--- src/rtl/bit_population_counter_pipe_if.sv ---
// Valid/ready bus for bit_population_counter_pipe: beat in, population count out.
interface bit_population_counter_pipe_if #(
  parameter int unsigned WIDTH = 32
) ();
  localparam int unsigned CW = $clog2(WIDTH + 1);

  logic             data_val_i;
  logic [WIDTH-1:0] data_i;
  logic             mode_i;
  logic             data_ready_o;
  logic             data_val_o;
  logic [CW-1:0]    data_o;
  logic             data_ready_i;

  modport master (
    output data_val_i, data_i, mode_i, data_ready_i,
    input  data_ready_o, data_val_o, data_o
  );

  modport slave (
    input  data_val_i, data_i, mode_i, data_ready_i,
    output data_ready_o, data_val_o, data_o
  );
endinterface

--- src/rtl/bit_population_counter_pipe.sv ---
// Pipelined population counter: registered CHUNK-bit leaves feeding a registered
// binary adder tree, with a single global stall driven by output backpressure.
module bit_population_counter_pipe #(
  parameter int unsigned WIDTH = 32,
  parameter int unsigned CHUNK = 4
) (
  input  logic                            clk_i,
  input  logic                            srst_i,
  bit_population_counter_pipe_if.slave    bus
);
  localparam int unsigned NLEAF  = (WIDTH + CHUNK - 1) / CHUNK;
  localparam int unsigned DEPTH  = $clog2(NLEAF);
  localparam int unsigned LEAVES = 1 << DEPTH;
  localparam int unsigned LW     = $clog2(CHUNK + 1);
  localparam int unsigned CW     = $clog2(WIDTH + 1);

  logic                      w_adv;
  logic                      w_vout;
  logic [CW-1:0]             w_sum;
  logic [LEAVES*CHUNK-1:0]   w_op;

  function automatic logic [LW-1:0] leaf_count(input logic [CHUNK-1:0] b);
    logic [LW-1:0] c;
    c = '0;
    for (int unsigned i = 0; i < CHUNK; i++) c = c + LW'(b[i]);
    return c;
  endfunction

  // Inversion is applied to the real bits only; pad bits stay 0 in both modes.
  always_comb begin
    w_op            = '0;
    w_op[WIDTH-1:0] = bus.mode_i ? ~bus.data_i : bus.data_i;
  end

  // Level 0 holds the leaf counts; level l holds LEAVES>>l sums of width LW+l.
  for (genvar l = 0; l <= DEPTH; l++) begin : g_lvl
    logic [LW+l-1:0] r_s [LEAVES>>l];
    logic            r_v;

    if (l == 0) begin : g_leaf
      always_ff @(posedge clk_i) begin
        if (!srst_i)    r_v <= 1'b0;
        else if (w_adv) r_v <= bus.data_val_i;
      end

      always_ff @(posedge clk_i) begin
        if (w_adv) begin
          for (int unsigned n = 0; n < LEAVES; n++)
            r_s[n] <= leaf_count(w_op[n*CHUNK +: CHUNK]);
        end
      end
    end else begin : g_add
      always_ff @(posedge clk_i) begin
        if (!srst_i)    r_v <= 1'b0;
        else if (w_adv) r_v <= g_lvl[l-1].r_v;
      end

      always_ff @(posedge clk_i) begin
        if (w_adv) begin
          for (int unsigned n = 0; n < (LEAVES >> l); n++)
            r_s[n] <= {1'b0, g_lvl[l-1].r_s[2*n]} + {1'b0, g_lvl[l-1].r_s[2*n+1]};
        end
      end
    end
  end

  // Final sum never exceeds WIDTH, so resizing to CW loses nothing.
  assign w_sum  = CW'(g_lvl[DEPTH].r_s[0]);
  assign w_vout = g_lvl[DEPTH].r_v;
  assign w_adv  = !w_vout || bus.data_ready_i;

  assign bus.data_ready_o = w_adv;
  assign bus.data_val_o   = w_vout;
  assign bus.data_o       = w_vout ? w_sum : '0;
endmodule
--- src/flat_wrapper.sv ---
// flat-port wrapper written by rule: the top's interface ports become plain ports
module bit_population_counter_pipe_flat 
#(
  parameter int unsigned WIDTH = 32,
  parameter int unsigned CHUNK = 4
)
  (clk_i, srst_i, bus_data_val_i, bus_data_i, bus_mode_i, bus_data_ready_i, bus_data_ready_o, bus_data_val_o, bus_data_o);
  bit_population_counter_pipe_if #(.WIDTH(WIDTH)) bus_i ();
  input  logic clk_i;
  input  logic srst_i;
  input wire logic [$bits(bus_i.data_val_i)-1:0] bus_data_val_i;
  input wire logic [$bits(bus_i.data_i)-1:0] bus_data_i;
  input wire logic [$bits(bus_i.mode_i)-1:0] bus_mode_i;
  input wire logic [$bits(bus_i.data_ready_i)-1:0] bus_data_ready_i;
  output wire logic [$bits(bus_i.data_ready_o)-1:0] bus_data_ready_o;
  output wire logic [$bits(bus_i.data_val_o)-1:0] bus_data_val_o;
  output wire logic [$bits(bus_i.data_o)-1:0] bus_data_o;
  assign bus_i.data_val_i = bus_data_val_i;
  assign bus_i.data_i = bus_data_i;
  assign bus_i.mode_i = bus_mode_i;
  assign bus_i.data_ready_i = bus_data_ready_i;
  assign bus_data_ready_o = bus_i.data_ready_o;
  assign bus_data_val_o = bus_i.data_val_o;
  assign bus_data_o = bus_i.data_o;
  bit_population_counter_pipe #(.WIDTH(WIDTH), .CHUNK(CHUNK)) u_core (.clk_i(clk_i), .srst_i(srst_i), .bus(bus_i));
endmodule
--- config.mk ---
export PLATFORM = sky130hd
export DESIGN_NAME = bit_population_counter_pipe_flat
export DESIGN_NICKNAME = d
export VERILOG_FILES = /design/src/rtl/bit_population_counter_pipe_if.sv /design/src/rtl/bit_population_counter_pipe.sv /design/src/flat_wrapper.sv
export SDC_FILE = /design/constraint.sdc
export NUM_CORES = 1
export LEC_CHECK = 0
export CAP_MARGIN = 5
export CORE_UTILIZATION = 50
export DETAILED_ROUTE_END_ITERATION = 8
export PLACE_DENSITY = 0.78
export SETUP_SLACK_MARGIN = 0.4
export SYNTH_ARGS = -nofsm -noshare
export SYNTH_HDL_FRONTEND = slang
export SYNTH_SLANG_ARGS = --single-unit
--- constraint.sdc ---
create_clock -name clk_i -period 1.78 [get_ports clk_i]
set_clock_uncertainty 0.15 [all_clocks]
set_input_delay 0.178 -clock clk_i [delete_from_list [all_inputs] [get_ports clk_i]]
set_output_delay 0.178 -clock clk_i [all_outputs]
set_load 0.05 [all_outputs]
==> flow_summary_export.csv <==
group,metric,value,unit
layout,n_antenna_cell,0,
clocking,cts_tree,"done",
floorplanning,die_x,83.5,um
synth,synthTopCellsByCount,"edfxtp_1, ha_1, xor2_1",
synth,synthTopCellsByArea,"edfxtp_1, ha_1, fa_1",
route,drc_errors,0,
route,drt_iter0_markers,29,
floorplanning,core_area,6390,um^2
global_route,grt_pass1_wl,9.21,mm
clocking,clock_latency,330,ps
placed_design,place.gp.congestion,0.741,
setup_path,crit_buf_inv,1,
synth,syn_nets,332,
synth,yosys.area.top_type,"edfxtp_1",
setup_path,path_cells,"ha_2 -> inv_2 -> fa_2 -> nand2b_4 -> a21oi_2 -> xor2_1",
setup_path,cp.arrival,1600,ps
flow_run,timing.max_cap.violations,0,
power,vdd_drop_max,0.000884,V
layout,n_fill_cell,434,
clocking,cts_root_buf,"clkbuf_8",
floorplanning,initial_core_util,0.520,
floorplanning,fp.dieArea,6970,um^2
layout,final_cell_area,4570,um^2
global_route,antenna_found_initial,0,
synth,synthDistinctLibCells,23,
synth,synthFlopType,"edfxtp_1",
synth,async_flop_share,0,
setup_path,cp_top_family,"adder cells",
timing,finalMaxSlewViolations,0,
timing,fmax,0.600,GHz
synth,syn_avg_cell_area,13.4,um^2
synth,synth_top_family_by_area,"adder cells",
placed_design,dpl.hpwl,3.90,mm
route,viasPerCell,4.85,
global_route,grt_overflow_total,0,
synth,yosys.area.top_type_share,0.507,
clocking,cts_inserted_buffers,9,
placed_design,place_area,4130,um^2
clocking,clkSinkCount,60,
synth,synth-xor-area-share,0.0924,
timing,finalCritPeriodShare,0.936,
setup_path,setup.worst_path.end_class,"flip-flop",
status,status,"complete, no violations",
synth,ys_seq_area_frac,0.531,
synth,muxShareOfSynthArea,0.00905,
synth,synth-adder-area-share,0.215,
setup_path,required,1710,ps
layout,drive_above_1_share,0.360,
synth,synthSimpleGateAreaFrac,0.0600,
synth,synth_cells,247,
global_route,grt_pass1_vias,2137,
layout,fin_util,0.715,
clocking,h-tree-depth,3,
setup_path,criticalPathCategory,"reg2reg",
layout,final_net_count,411,
floorplanning,io_pins,45,
synth,synth_compound_area_frac,0.0535,
timing,setup-violations-final,0,
synth,syn_area,3320,um^2
route,antenna_left,0,
synth,synth_most_common_cell,"edfxtp_1",
route,totalWireLength,5.49,mm
synth,yosys_register_bits,60,
timing,worst_pin_slew,434,ps
power,leakagePower,2.05,nW
placed_design,io_buffer_count,44,
clocking,max-clock-path-buffers,2,
timing,hold_viol,0,
clocking,cts.clk_slew.worst_paths,60,ps
setup_path,critPathMaxFanout,2,
route,firstDrtPassIters,4,
clocking,cts_hold_buf,0,
global_route,grt_max_degree,17,
synth,yosys_warnings,0,
setup_path,slowest_delay,350,ps
timing,slew_headroom,0.708,
global_route,grt_usage,0.177,
floorplanning,die_h,83.5,um
setup_path,critPathSlowestCell,"edfxtp_1",
route,avgRoutedWirePerCell,13.5,um
route,vias,1977,
min_path,hold_class,"reg2reg",
synth,synth_edf_count,56,
setup_path,cp-start-kind,"flip-flop",
timing,holdWs,312,ps
layout,area_growth,37.6,%
power,p_per_area,1210,nW/um^2
floorplanning,num_rows,29,
timing,rsz0062_at_grt,"yes",
timing,fin_crit,1670,ps
==> cell usage in the layout, fill, tap and decap left out, types with 4 or more instances in the layout <==
cell / Yosys / routed
buf_6: 1 / 4
nor2b_1: 5 / 4
ha_1: 33 / 18
fa_2: 0 / 15
inv_1: 25 / 17
o21ai_0: 10 / 8
xor2_2: 0 / 19
nand2_1: 16 / 16
edfxtp_1: 56 / 56
and2_4: 0 / 6
dlygate4sd2_1: 0 / 31
xor2_1: 26 / 7
inv_2: 0 / 8
a21o_1: 10 / 10
buf_8: 0 / 6
ha_2: 0 / 12
clkbuf_8: 0 / 9
buf_4: 2 / 21
nor2_1: 12 / 12
xnor2_1: 9 / 9
==> worst register-to-register path: cells and delay by family, from the launching register on <==
kind,cells,cell delay (ps)
adders and majority gates,2,540
DFF,1,350
and+or+nand+nor,1,150
AOI/OAI and AO/OA,1,120
xor gates and xnor gates,1,70
buffers and inverters,1,40
==> final cells by class <==
type / instances / area [um^2] / area share
tap: 77 / 96.3 / 0.0211
clock buffer: 12 / 135 / 0.0296
multi-input combinational: 157 / 1720 / 0.376
clock inverter: 4 / 16.3 / 0.00356
timing repair buffer: 73 / 742 / 0.162
inverter: 25 / 93.8 / 0.0205
sequential: 60 / 1770 / 0.387
==> cells by family after synthesis <==
group / count (synthesis)
fa+ha+maj: 48
mux: 3
xor+xnor: 35
simple gates: 43
buf+inv: 30
flops: 60
compound gates: 28
==> state kept, by name, summed over array words and instances (netlist names) <==
| signal | count |
|---|---|
| u_core.g_lvl.r_s | 56 |
| u_core.g_lvl.r_v | 3 |
| u_core.bus.data_val_o | 1 |
==> metal layers <==
| metal | vias up | wire length [um] | track usage |
|---|---|---|---|
| met1 | 932 | 2180 | 0.188 |
| li1 | 985 | - | - |
| met3 | 10 | 194 | 0.0425 |
| met2 | 50 | 3010 | 0.323 |
| met5 | - | 0 | 0 |
| met4 | 0 | 112 | 0.0940 |
==> final timing paths <==
kind                                            start                             endpoint  slack, ps  depth (start not counted)
hold / removal       u_core.g_lvl[2].r_v$_SDFFE_PN0P_   u_core.bus.data_val_o$_SDFFE_PN0P_        310                          2
hold reg to reg      u_core.g_lvl[2].r_v$_SDFFE_PN0P_   u_core.bus.data_val_o$_SDFFE_PN0P_        310                          2
setup / recovery  u_core.g_lvl[2].r_s[0][5]$_DFFE_PP_  u_core.g_lvl[3].r_s[0][4]$_DFFE_PP_        110                          6
setup reg to reg  u_core.g_lvl[2].r_s[0][5]$_DFFE_PP_  u_core.g_lvl[3].r_s[0][4]$_DFFE_PP_        110                          6
==> timing repair <==
action,in CTS,in global routing
resized for setup,56,25
pin swaps,23,8
buffers inserted,6,1
setup endpoints to repair,53,58
cloned,3,0
==> stage by stage <==
stage               TNS [ps]  cells  setup slack, ps  total power [mW]
floorplan                  0    247              174              3.85
global placement       -5320    382             -321              4.20
finish                     0    408              114              5.51
detailed placement     -5780    382             -349              4.40
CTS                        0    407              119              5.44
global route               0    408             48.4              5.94
==> report_power, final <==
| group | switching [mW] | internal, mW |
|---|---|---|
| registers | 0.215 | 2.25 |
| clock network | 0.485 | 0.489 |
| logic | 0.986 | 1.09 |
| total | 1.69 | 3.82 |
Power figures use the tool's default switching activity.
